File: src/rtl/snn_pkg.sv
// Shared SNN constants and the image-loader state encoding.
package snn_pkg;
  localparam int NUM_BYTES = 98;
  localparam int NUM_PIX   = NUM_BYTES * 8;
  localparam int ADDR_W    = 10;

  typedef enum logic [1:0] {
    IDLE      = 2'd0,
    UNPACK    = 2'd1,
    START     = 2'd2,
    WAIT_CORE = 2'd3
  } loader_state_t;
endpackage

File: src/rtl/snn_image_loader_if.sv
// Loader-facing signals: UART byte in, input-RAM write port, core handshake.
interface snn_image_loader_if #(parameter int ADDR_W = snn_pkg::ADDR_W);
  logic              rx_rdy;
  logic [7:0]        rx_data;
  logic              core_done;
  logic              ram_we;
  logic [ADDR_W-1:0] ram_addr;
  logic              ram_wdata;
  logic              ram_sel;
  logic              core_start;
  logic              busy;
  logic              overrun;

  modport slave (
    input  rx_rdy, rx_data, core_done,
    output ram_we, ram_addr, ram_wdata, ram_sel, core_start, busy, overrun
  );

  modport master (
    output rx_rdy, rx_data, core_done,
    input  ram_we, ram_addr, ram_wdata, ram_sel, core_start, busy, overrun
  );
endinterface

File: src/rtl/snn_image_loader_byte_unpacker.sv
// Shift register, bit counter and one-byte holding buffer for the image loader.
module byte_unpacker (
  input  logic       clk,
  input  logic       rst_n,
  input  logic       rx_rdy_i,
  input  logic [7:0] rx_data_i,
  input  logic       load_i,
  input  logic       shift_i,
  input  logic       capture_i,
  output logic       byte_valid_o,
  output logic       bit_out_o,
  output logic       last_bit_o,
  output logic       drop_o
);
  logic [7:0] shift_q, shift_d;
  logic [7:0] buf_q, buf_d;
  logic       buf_full_q, buf_full_d;
  logic [2:0] bit_cnt_q, bit_cnt_d;

  assign byte_valid_o = buf_full_q | rx_rdy_i;
  assign bit_out_o    = shift_q[0];
  assign last_bit_o   = (bit_cnt_q == 3'd7);

  always_comb begin
    shift_d    = shift_q;
    buf_d      = buf_q;
    buf_full_d = buf_full_q;
    bit_cnt_d  = bit_cnt_q;
    drop_o     = 1'b0;
    if (shift_i) begin
      shift_d   = {1'b0, shift_q[7:1]};
      bit_cnt_d = bit_cnt_q + 3'd1;
    end
    // A load drains the buffer first; a byte arriving that same cycle refills it.
    if (load_i) begin
      bit_cnt_d = '0;
      if (buf_full_q) begin
        shift_d    = buf_q;
        buf_full_d = rx_rdy_i;
        if (rx_rdy_i) buf_d = rx_data_i;
      end else begin
        shift_d = rx_data_i;
      end
    end else if (rx_rdy_i) begin
      if (capture_i && !buf_full_q) begin
        buf_d      = rx_data_i;
        buf_full_d = 1'b1;
      end else begin
        drop_o = 1'b1;
      end
    end
  end

  always_ff @(posedge clk or negedge rst_n) begin
    if (!rst_n) begin
      shift_q    <= '0;
      buf_q      <= '0;
      buf_full_q <= 1'b0;
      bit_cnt_q  <= '0;
    end else begin
      shift_q    <= shift_d;
      buf_q      <= buf_d;
      buf_full_q <= buf_full_d;
      bit_cnt_q  <= bit_cnt_d;
    end
  end
endmodule

File: src/rtl/snn_image_loader.sv
// Unpacks UART bytes into 1-bit input-RAM writes and kicks snn_core per full image.
module snn_image_loader #(
  parameter int NUM_BYTES = snn_pkg::NUM_BYTES,
  parameter int ADDR_W    = snn_pkg::ADDR_W
) (
  input logic               clk,
  input logic               rst_n,
  snn_image_loader_if.slave bus
);
  import snn_pkg::*;

  localparam int                NUM_PIX  = NUM_BYTES * 8;
  localparam logic [ADDR_W-1:0] LAST_PIX = ADDR_W'(NUM_PIX - 1);

  loader_state_t     state_q, state_d;
  logic [ADDR_W-1:0] pix_cnt_q, pix_cnt_d;
  logic [6:0]        byte_cnt_q, byte_cnt_d;
  logic              overrun_q, overrun_d;

  logic load, shift, capture;
  logic byte_valid, bit_out, last_bit, drop;
  logic img_done;
  logic ram_we, ram_sel, core_start;

  byte_unpacker u_unpack (
    .clk         (clk),
    .rst_n       (rst_n),
    .rx_rdy_i    (bus.rx_rdy),
    .rx_data_i   (bus.rx_data),
    .load_i      (load),
    .shift_i     (shift),
    .capture_i   (capture),
    .byte_valid_o(byte_valid),
    .bit_out_o   (bit_out),
    .last_bit_o  (last_bit),
    .drop_o      (drop)
  );

  // Final write of the image; forces START so no counter can wrap.
  assign img_done = (state_q == UNPACK) && (pix_cnt_q == LAST_PIX);

  always_ff @(posedge clk or negedge rst_n) begin
    if (!rst_n) begin
      state_q    <= IDLE;
      pix_cnt_q  <= '0;
      byte_cnt_q <= '0;
      overrun_q  <= 1'b0;
    end else begin
      state_q    <= state_d;
      pix_cnt_q  <= pix_cnt_d;
      byte_cnt_q <= byte_cnt_d;
      overrun_q  <= overrun_d;
    end
  end

  always_comb begin
    state_d    = state_q;
    pix_cnt_d  = pix_cnt_q;
    byte_cnt_d = byte_cnt_q;
    overrun_d  = overrun_q | drop;
    unique case (state_q)
      IDLE: if (byte_valid) state_d = UNPACK;
      UNPACK: begin
        pix_cnt_d = pix_cnt_q + 1'b1;
        if (last_bit) begin
          byte_cnt_d = byte_cnt_q + 7'd1;
          if (img_done) begin
            state_d    = START;
            pix_cnt_d  = '0;
            byte_cnt_d = '0;
          end else if (!byte_valid) begin
            state_d = IDLE;
          end
        end
      end
      START:     state_d = WAIT_CORE;
      WAIT_CORE: if (bus.core_done) state_d = IDLE;
      default:   state_d = IDLE;
    endcase
  end

  always_comb begin
    load       = 1'b0;
    shift      = 1'b0;
    capture    = 1'b0;
    ram_we     = 1'b0;
    ram_sel    = 1'b0;
    core_start = 1'b0;
    unique case (state_q)
      IDLE: begin
        load    = byte_valid;
        capture = 1'b1;
        ram_sel = 1'b1;
      end
      UNPACK: begin
        shift   = 1'b1;
        capture = 1'b1;
        ram_we  = 1'b1;
        ram_sel = 1'b1;
        load    = last_bit & byte_valid & ~img_done;
      end
      START:   core_start = 1'b1;
      default: ;
    endcase
  end

  assign bus.ram_we     = ram_we;
  assign bus.ram_addr   = pix_cnt_q;
  assign bus.ram_wdata  = ram_we & bit_out;
  assign bus.ram_sel    = ram_sel;
  assign bus.core_start = core_start;
  assign bus.busy       = (state_q != IDLE) || (byte_cnt_q != 7'd0);
  assign bus.overrun    = overrun_q;
endmodule

File: src/flat_wrapper.sv
// flat-port wrapper written by rule: the top's interface ports become plain ports
module snn_image_loader_flat import snn_pkg::*;
#(
  parameter int NUM_BYTES = snn_pkg::NUM_BYTES,
  parameter int ADDR_W    = snn_pkg::ADDR_W
)
  (clk, rst_n, bus_rx_rdy, bus_rx_data, bus_core_done, bus_ram_we, bus_ram_addr, bus_ram_wdata, bus_ram_sel, bus_core_start, bus_busy, bus_overrun);
  snn_image_loader_if #(.ADDR_W(ADDR_W)) bus_i ();
  input logic clk;
  input logic rst_n;
  input wire logic [$bits(bus_i.rx_rdy)-1:0] bus_rx_rdy;
  input wire logic [$bits(bus_i.rx_data)-1:0] bus_rx_data;
  input wire logic [$bits(bus_i.core_done)-1:0] bus_core_done;
  output wire logic [$bits(bus_i.ram_we)-1:0] bus_ram_we;
  output wire logic [$bits(bus_i.ram_addr)-1:0] bus_ram_addr;
  output wire logic [$bits(bus_i.ram_wdata)-1:0] bus_ram_wdata;
  output wire logic [$bits(bus_i.ram_sel)-1:0] bus_ram_sel;
  output wire logic [$bits(bus_i.core_start)-1:0] bus_core_start;
  output wire logic [$bits(bus_i.busy)-1:0] bus_busy;
  output wire logic [$bits(bus_i.overrun)-1:0] bus_overrun;
  assign bus_i.rx_rdy = bus_rx_rdy;
  assign bus_i.rx_data = bus_rx_data;
  assign bus_i.core_done = bus_core_done;
  assign bus_ram_we = bus_i.ram_we;
  assign bus_ram_addr = bus_i.ram_addr;
  assign bus_ram_wdata = bus_i.ram_wdata;
  assign bus_ram_sel = bus_i.ram_sel;
  assign bus_core_start = bus_i.core_start;
  assign bus_busy = bus_i.busy;
  assign bus_overrun = bus_i.overrun;
  snn_image_loader #(.NUM_BYTES(NUM_BYTES), .ADDR_W(ADDR_W)) u_core (.clk(clk), .rst_n(rst_n), .bus(bus_i));
endmodule
File: config.mk
export PLATFORM = sky130hd
export DESIGN_NAME = snn_image_loader_flat
export DESIGN_NICKNAME = d
export VERILOG_FILES = /design/src/rtl/snn_pkg.sv /design/src/rtl/snn_image_loader_if.sv /design/src/rtl/snn_image_loader_byte_unpacker.sv /design/src/rtl/snn_image_loader.sv /design/src/flat_wrapper.sv
export SDC_FILE = /design/constraint.sdc
export NUM_CORES = 1
export LEC_CHECK = 0
export CAP_MARGIN = 0
export CORE_UTILIZATION = 35
export CTS_CLUSTER_DIAMETER = 30
export DETAILED_ROUTE_END_ITERATION = 10
export GPL_TIMING_DRIVEN = 0
export REMOVE_ABC_BUFFERS = 1
export SYNTH_ARGS = -nofsm -noshare
export SYNTH_HDL_FRONTEND = slang
export SYNTH_SLANG_ARGS = --single-unit
File: constraint.sdc
create_clock -name clk -period 3.6 [get_ports clk]
set_input_delay 0.72 -clock clk [delete_from_list [all_inputs] [get_ports clk]]
set_output_delay 0.72 -clock clk [all_outputs]
set_load 0.005 [all_outputs]
### Yosys cells after proc, flatten, opt, wreduce, memory -nomap -nowiden

Index checks and enable logic that the tools add are counted.

* bits of input ports: 12
* output and inout port bits: 16
* bits in registers: 40
* word-level logic and storage cells: 73

* equality and inequality tests: 11
* add/subtract/negate cells: 3
* reductions and logical operators: 15
* bitwise gates (word level): 6
* muxes and demuxes: 30

Operators by type and width (number)
* two-way mux 8 bit: 8
* two-way mux 10 bit: 2
* adder 10 x 1 -> 10 bit, second input constant: 1
* == test 10 bit, second input constant: 1
* two-way mux 1 bit: 10
* two-way mux 2 bit: 5
* case mux 2 bit (4 select lines): 1
* AND reduction 4 bit: 2
* nonzero test 2 bit: 4
* adder 7 x 1 -> 7 bit, second input constant: 1
* two-way mux 7 bit: 1
* nonzero test 7 bit: 1
* two-way mux 3 bit: 2
* != test 2 bit, second input constant: 3
* == test 2 bit, second input constant: 2
* != test 2 x 1 -> 1 bit, second input constant: 2
* AND reduction 2 bit: 2
* adder 3 x 1 -> 3 bit, second input constant: 1
* bitwise AND 1 bit: 3
* == test 3 bit, second input constant: 1
* != test 3 bit, second input constant: 1
* == test 2 x 1 -> 1 bit, second input constant: 1
* logical AND 1 bit: 2
* logical NOT 2 bit: 1
* other kinds (6): 7

### Logic depth before layout (Yosys ltp)

Gate-level depths: netlist (run 1).

* word-level depth: 8
* depth in mapped cells: 7
* mapped depth without buffers: 6

### Cells and area by module

From an unflattened synthesis (run 1), not the netlist that was laid out.

* cell total of the unflattened synthesis: 226
* area total of the unflattened synthesis: 2205.9 um^2

By module, submodules not included
* byte_unpacker: times used 1, area an instance 1122.3 um^2, cells an instance 113, sequential area each 500.5 um^2
* snn_image_loader: times used 1, area an instance 1083.5 um^2, cells an instance 113, sequential area each 500.5 um^2

### Worst setup path before layout (run 1)

OpenSTA, ideal clock, no wires.

* path kind: register to register
* start: register u_core.u_unpack.bit_cnt_q[0]
* end: register u_core.u_unpack.buf_q[0]
* buffers on the path: 0
* clock period less this slack: 1997 ps
* data required time: 3475 ps
* library setup time: 125 ps
* stages on the path, launching flop included: 7
* arrival: 1872 ps
* slack: 1603 ps
* path through: dfrtp_1 ha_1 ha_1 nor2b_1 xnor2_1 o32ai_4 mux2_2

* word-level cells in the longest chain between the ends: 6
* elaborated cells on any way between the ends: 9
* classes of those cells: 2 x eq/ne; 2 x mux; 2 x bitwise; 3 x reduce/logical

Ends and longest elaborated chain
* from (decl): RTL line snn_image_loader_byte_unpacker.sv:18 `logic [2:0] bit_cnt_q, bit_cnt_d;`
* from (signal assigned): RTL line snn_image_loader_byte_unpacker.sv:64 `bit_cnt_q <= bit_cnt_d;`
* == test 3 bit (*): RTL line snn_image_loader_byte_unpacker.sv:22 `assign last_bit_o = (bit_cnt_q == 3'd7);`
* bitwise AND 1 bit (*) (2 in a row): RTL line snn_image_loader.sv:100 `load = last_bit & byte_valid & ~img_done;`
* case mux 1 bit (2 select lines) (*): RTL line snn_image_loader.sv:89 `unique case (state_q)`
* != test 2 bit (no line) / nonzero test 2 bit (equally long branches)
* AND reduction 4 bit (no line)
* to (signal assigned): RTL line snn_image_loader_byte_unpacker.sv:62 `buf_q <= buf_d;`
* to (decl): RTL line snn_image_loader_byte_unpacker.sv:16 `logic [7:0] buf_q, buf_d;`

Every way passes the cells marked *; elsewhere a longest branch is shown, timed or not.
A chain may end at the register's enable or synchronous reset.

### Final worst setup path (run 1)

* start: register u_core.state_q[0]
* end: output port bus_ram_wdata

* word-level cells in the longest chain between the ends: 3

Ends and longest elaborated chain
* from (decl): RTL line snn_image_loader.sv:15 `loader_state_t state_q, state_d;`
* from (signal assigned): RTL line snn_image_loader.sv:49 `state_q <= state_d;`
* == test 2 x 1 -> 1 bit: RTL line snn_image_loader.sv:89
* two-way mux 1 bit: RTL line snn_image_loader.sv:89
* bitwise AND 1 bit: RTL line snn_image_loader.sv:109 `assign bus.ram_wdata = ram_we & bit_out;`
* to (decl): RTL line flat_wrapper.sv:16 `output wire logic [$bits(bus_i.ram_wdata)-1:0] bus_ram_wdata;`

No other way between the ends.

==> flow_summary.toml, run 1 <==
[run_status]
status = "complete, no violations"

[cells_and_area]
layout_common_cells = "sky130_fd_sc_hd__dfrtp_1 (40), sky130_fd_sc_hd__clkdlybuf4s50_1 (26), sky130_fd_sc_hd__nor2_1 (19), sky130_fd_sc_hd__nand2_1 (15), sky130_fd_sc_hd__o21ai_0 (14)"
diodes = 0
num-nets-final = 245
area_growth_pct = 22.10
post_route_cells_drive_above_1_share_pct = 12.66
final_common_cell = "sky130_fd_sc_hd__dfrtp_1"
final_design_area_no_fill_mm2 = 0.002544
final_util_pct = 45.36

[timing]
timing.fmax_ghz = 0.3349
rsz0062_at_grt = "false"
max_slew_headroom_pct = 31.27
period_minus_slack_ps = 2986
transition_time_of_the_tightest_slew_check_pin_ps = 1026
final.setup_skew_ps = 3.383
min_period_over_period_pct = 82.94
total_count_of_max_transition_violations_in_the_final_report = 0
hold_violations_final = 0
fin_setup_tns_ps = 0
finalSetupViolations = 0

[clock_tree]
cts_buf_count = 5
clockBufferDepth = 2
tritoncts = "built"
number_of_sinks_on_the_clock_net = 40
number_of_resized_instances_in_the_post_cts_repair_step = 0
clk-insertion-delay-late_ps = 290
post_cts.repair.setup_buffers = 0
post_cts_hold_buffer_count = 0
worst_setup_hold_path_clk_slew_ps = 80
cts_root_buffer = "sky130_fd_sc_hd__clkbuf_8"
htree_levels = 2

[global_route]
grt_antenna_before_repair = 0
grt_max_degree = 27
track_usage_pct = 15.37
number_of_global_route_vias_before_repair = 1571
grt-ovfl-total = 0
grt_first_pass_wirelength_um = 7452

[setup_path]
cp-end-kind = "output port"
worstPathBufferInverterCount = 2
cpMaxStageDelayCell = "sky130_fd_sc_hd__dfrtp_1"
path_depth = 4
path_cells = "nand2b_1, inv_1, and2_1, clkdlybuf4s50_1"
cpPeakStageDelay_ps = 630
timing_worst_setup_path_type = "register to output port"
critical_path_peak_fanout = 15
cp_data_required_time_ps = 2880
cp_data_arrival_time_ps = 2270
worst_path_dominant_cell_family = "buffers and inverters"
critical_path_start_type = "register"
r2r.worst_path.cells = 6

[synth]
seq_area_frac_synth_pct = 48.05
post_synth_main_area_contributors = "sky130_fd_sc_hd__dfrtp_1 (48%), sky130_fd_sc_hd__mux2_2 (4.3%), sky130_fd_sc_hd__o221a_2 (3.8%)"
synth_cells = 202
ys_ff_latch = 40
synth_area_per_cell_um2 = 10.31
synth_area_mm2 = 0.002083
synth.yosys.warnings = 0
netlist.top_cell.by_area = "sky130_fd_sc_hd__dfrtp_1"
synth.lib_cells_used.distinct = 43
post-synth-top-area-fraction_pct = 48.05

[die]
die_y_um = 79.15
design.portCount = 28
floorplan.core_area_mm2 = 0.005608
std_cell_rows = 27
initial_core_utilization_pct = 37.15
floorplan.die.width_um = 79.15
die_outline_area_mm2 = 0.006265

[power]
worst_ir_drop_vdd_mv = 0.3309
cellLeakagePower_uw = 0.001033
powerDensity_mw_per_mm2 = 707.5
totalPowerFinal_uw = 1800

[placed_design]
gp_congestion = 0.8121
dp_hpwl_um = 3148
placement.io_buffers = 27
detailed_place.area_mm2 = 0.002417

[route]
detail_route.wirelength_um = 4371
post_drt_via_cell_ratio = 5.392
detailedRoute.firstPassIterationCount = 4
detail_route.drc_violations = 0
via_count = 1623
post_detailed_route_count_of_antenna_violating_nets = 0
avgRoutedWirePerCell_um = 14.52
drt_first_iter_violations = 129

[worst_hold_path]
hp_class = "primary input to async pin"

[flow_run]
maxCapViolations = 0
sequential cells by signal, indices dropped and copies added, names as in the netlist, named ones only:
signal                      count
u_core.u_unpack.buf_q           8
u_core.state_q                  1
u_core.bus.ram_addr            10
u_core.u_unpack.shift_q         8
u_core.byte_cnt_q               7
u_core.bus.overrun              1
u_core.u_unpack.buf_full_q      1
u_core.u_unpack.bit_cnt_q       3
cell usage after synthesis:
| library cell | number |
|---|---|
| sky130_fd_sc_hd__dfrtp_1 | 40 |
| sky130_fd_sc_hd__nor2_1 | 19 |
| sky130_fd_sc_hd__nand2_1 | 15 |
| sky130_fd_sc_hd__o21ai_0 | 14 |
| sky130_fd_sc_hd__clkbuf_1 | 8 |
| sky130_fd_sc_hd__mux2_2 | 8 |
| sky130_fd_sc_hd__xnor2_1 | 8 |
| sky130_fd_sc_hd__o221a_2 | 7 |
| sky130_fd_sc_hd__o22ai_1 | 7 |
| sky130_fd_sc_hd__inv_1 | 6 |
| sky130_fd_sc_hd__nand4_1 | 6 |
| sky130_fd_sc_hd__nor3_1 | 6 |
| sky130_fd_sc_hd__a21oi_1 | 5 |
| sky130_fd_sc_hd__ha_1 | 5 |
| sky130_fd_sc_hd__nand3_1 | 5 |
| sky130_fd_sc_hd__a221oi_1 | 4 |
| sky130_fd_sc_hd__xor2_1 | 4 |
| sky130_fd_sc_hd__a21o_1 | 3 |
| sky130_fd_sc_hd__a31oi_1 | 2 |
| sky130_fd_sc_hd__and3_1 | 2 |
| sky130_fd_sc_hd__mux2i_1 | 2 |
| sky130_fd_sc_hd__nand2b_1 | 2 |
| sky130_fd_sc_hd__nand3b_1 | 2 |
| sky130_fd_sc_hd__nor2b_1 | 2 |
| sky130_fd_sc_hd__nor4_1 | 2 |
| sky130_fd_sc_hd__a211oi_1 | 1 |
| sky130_fd_sc_hd__a221o_1 | 1 |
| sky130_fd_sc_hd__a22oi_1 | 1 |
| sky130_fd_sc_hd__a311oi_1 | 1 |
| sky130_fd_sc_hd__and2_1 | 1 |
| sky130_fd_sc_hd__and3b_1 | 1 |
| sky130_fd_sc_hd__buf_6 | 1 |
| sky130_fd_sc_hd__clkinv_1 | 1 |
| sky130_fd_sc_hd__nand4b_1 | 1 |
| sky130_fd_sc_hd__nor3b_1 | 1 |
| sky130_fd_sc_hd__nor4_4 | 1 |
| sky130_fd_sc_hd__nor4b_1 | 1 |
| sky130_fd_sc_hd__nor4bb_1 | 1 |
| sky130_fd_sc_hd__o21bai_1 | 1 |
| sky130_fd_sc_hd__o32ai_4 | 1 |
| sky130_fd_sc_hd__or2_2 | 1 |
| sky130_fd_sc_hd__or3_1 | 1 |
| sky130_fd_sc_hd__or4_4 | 1 |
routing by layer:
layer	GRT usage [%]	up-vias	part of all wire [%]	routed length (µm)
met5	0	-	0	0
met1	20.06	796	47	2072
met3	3.333	5	3.7	163
met2	24.48	32	48	2078
met4	6.545	0	1.3	57
li1	-	790	-	-
per-stage QoR:
stage,instances,hold slack [ps],setup slack (ps)
3_3_place_gp,292,476.1,762.2
6_report,301,338.8,614.2
2_1_floorplan,193,424.4,1606
5_1_grt,301,358.5,410.7
3_5_place_dp,293,477.7,887.7
4_1_cts,301,340.2,557.7
power breakdown:
part	internal (µW)	switching [µW]
logic	366	272
registers	615	151
clock network	245	151
total	1230	574
worst paths after layout:
check                                                  start                    endpoint  slack (ps)
worst max register to register  u_core.u_unpack.bit_cnt_q[0]  u_core.u_unpack.shift_q[5]        1260
worst min-delay path                                   rst_n      u_core.bus.ram_addr[5]         340
worst min register to register            u_core.bus.overrun          u_core.bus.overrun         480
min in group clk                          u_core.bus.overrun          u_core.bus.overrun         480
worst max-delay path                       u_core.state_q[0]               bus_ram_wdata         610
max in group asynchronous                              rst_n  u_core.u_unpack.shift_q[0]        2800
kinds of logic (layout without fill, tap and decap cells):
| family | after synthesis | count (layout) | share of synthesized area, % |
|---|---|---|---|
| and+or+nand+nor | 71 | 71 | 18.26 |
| adders and majority gates | 5 | 5 | 3.003 |
| buffers and inverters | 16 | 43 | 3.243 |
| DFF | 40 | 40 | 48.05 |
| xor gates and xnor gates | 12 | 12 | 5.045 |
| AOI/OAI and AO/OA | 48 | 48 | 17.12 |
| muxes | 10 | 10 | 5.285 |
cell type report:
cell class              count  area, µm²
fillers                   561       3064
well taps                  72      90.09
repair buffers             28      285.3
flip-flops and latches     40       1001
multi-input cells         146       1015
clock buffers               7      96.34
inverters                   7      26.28
clock inverters             1      30.03
(Power assumes the default switching activity.)
==> run 2, diff against run 1 <==
- clock period: 3.6 -> 2.94 ns (I/O delays scaled with it)
==> flow_summary.toml, run 2 (same netlist as run 1, synthesis figures left out) <==
[timing]
hold-worst-slack_ps = 208.2
period_minus_slack_ps = 2793
final_critical_path_setup_slack_ps = 147.4
min_period_over_period_pct = 94.99
total_count_of_max_transition_violations_in_the_final_report = 0
fin_setup_tns_ps = 0
rsz0062_at_grt = "false"
hold_violations_final = 0
transition_time_of_the_tightest_slew_check_pin_ps = 1041
max_slew_headroom_pct = 30.25
timing.fmax_ghz = 0.3581
finalSetupViolations = 0
final.setup_skew_ps = 3.929

[route]
post_drt_via_cell_ratio = 5.435
avgRoutedWirePerCell_um = 14.54
detail_route.drc_violations = 0
detail_route.wirelength_um = 4378
drt_first_iter_violations = 109
via_count = 1636
detailedRoute.firstPassIterationCount = 5
post_detailed_route_count_of_antenna_violating_nets = 0

[power]
cellLeakagePower_uw = 0.001031
powerDensity_mw_per_mm2 = 864.4
totalPowerFinal_uw = 2204
worst_ir_drop_vdd_mv = 0.4049

[setup_path]
reg2reg_setup_slack_ps = 600
cpMaxStageDelayCell = "sky130_fd_sc_hd__dfrtp_2"
r2r.worst_path.cells = 6
cp-end-kind = "output port"
path_depth = 4
worstPathBufferInverterCount = 2
cpPeakStageDelay_ps = 520
critical_path_peak_fanout = 16
cp_data_arrival_time_ps = 2200
worst_r2r_startpoint = "u_core.u_unpack.bit_cnt_q[0]"
rr_endpoint = "u_core.u_unpack.shift_q[5]"
worst_path_dominant_cell_family = "buffers and inverters"
path_cells = "nand2b_1, clkinvlp_4, and2_1, clkdlybuf4s50_1"
critical_path_start_type = "register"
cp_data_required_time_ps = 2350
timing_worst_setup_path_type = "register to output port"

[clock_tree]
worst_setup_hold_path_clk_slew_ps = 80
clk-insertion-delay-late_ps = 290
tritoncts = "built"
cts_buf_count = 5
htree_levels = 2
post_cts.repair.setup_buffers = 0
number_of_sinks_on_the_clock_net = 40
cts_root_buffer = "sky130_fd_sc_hd__clkbuf_8"
clockBufferDepth = 2

[die]
floorplan.core_area_mm2 = 0.005608
floorplan.die.width_um = 79.15
die_y_um = 79.15
std_cell_rows = 27
initial_core_utilization_pct = 37.15
design.portCount = 28
die_outline_area_mm2 = 0.006265

[run_status]
status = "complete, no violations"

[cells_and_area]
area_growth_pct = 22.40
num-nets-final = 245
layout_common_cells = "sky130_fd_sc_hd__dfrtp_1 (38), sky130_fd_sc_hd__clkdlybuf4s50_1 (26), sky130_fd_sc_hd__nor2_1 (19), sky130_fd_sc_hd__nand2_1 (15), sky130_fd_sc_hd__o21ai_0 (14)"
largest_register_ffs = 10
diodes = 0
post_route_cells_drive_above_1_share_pct = 13.97
final_common_cell = "sky130_fd_sc_hd__dfrtp_1"

[global_route]
grt-ovfl-total = 0
track_usage_pct = 15.37
grt_max_degree = 27
grt_first_pass_wirelength_um = 7452
grt_antenna_before_repair = 0
number_of_global_route_vias_before_repair = 1571

[placed_design]
gp_congestion = 0.8121
placement.io_buffers = 27
dp_hpwl_um = 3148
dpl_worst_slack_ps = 359.7

[worst_hold_path]
hp_class = "primary input to async pin"

[flow_run]
maxCapViolations = 0
## run 2: worst reg2reg max path, cell delays in order (launching register included)
cell and delay [ps]:
sky130_fd_sc_hd__dfrtp_1 380, sky130_fd_sc_hd__ha_1 160, sky130_fd_sc_hd__ha_1 310, sky130_fd_sc_hd__nand3b_1 180
sky130_fd_sc_hd__a31oi_1 800, sky130_fd_sc_hd__o21ai_0 240, sky130_fd_sc_hd__o221a_2 170
## run 2: metrics by stage
| stage | cells | cell area (µm²) | util (%) |
|---|---|---|---|
| final | 301 | 2550 | 45.47 |
| after global routing | 301 | 2550 | 45.47 |
| after CTS | 301 | 2544 | 45.36 |
| after detailed placement | 293 | 2417 | 43.11 |
| after global placement | 292 | 2402 | 42.84 |
| after floorplan | 193 | 2042 | - |
## run 2: report_power, final
group          internal [µW]  switching, µW  total, µW
Clock                    299            185        485
Combinational            448            333        781
Sequential               753            185        938
## run 2: per-layer routing
| layer | part of all wire [%] | GRT usage [%] | vias up |
|---|---|---|---|
| met4 | 1.3 | 6.545 | 0 |
| met5 | 0 | 0 | - |
| li1 | - | - | 792 |
| met3 | 3.4 | 3.333 | 5 |
| met1 | 47 | 20.06 | 805 |
| met2 | 48 | 24.48 | 34 |
## run 2: layout make-up
class / count / area [µm²]
fillers: 561 / 3058
multi-input cells: 146 / 1015
flip-flops and latches: 40 / 1003
repair buffers: 28 / 285.3
clock buffers: 7 / 96.34
well taps: 72 / 90.09
clock inverters: 1 / 30.03
inverters: 7 / 30.03
## run 2: worst max path at each step
| stage | end |
|---|---|
| after floorplan | u_core.u_unpack.buf_q[0] |
| after global placement | u_core.u_unpack.shift_q[1] |
| after CTS | bus_ram_wdata |
| after global routing | bus_ram_wdata |
| final | bus_ram_wdata |
| after detailed placement | bus_ram_wdata |
## run 2: repair_timing
item                       CTS  global route
setup endpoints to repair    0             1
resized for setup            0             3
hold buffers                 0             0
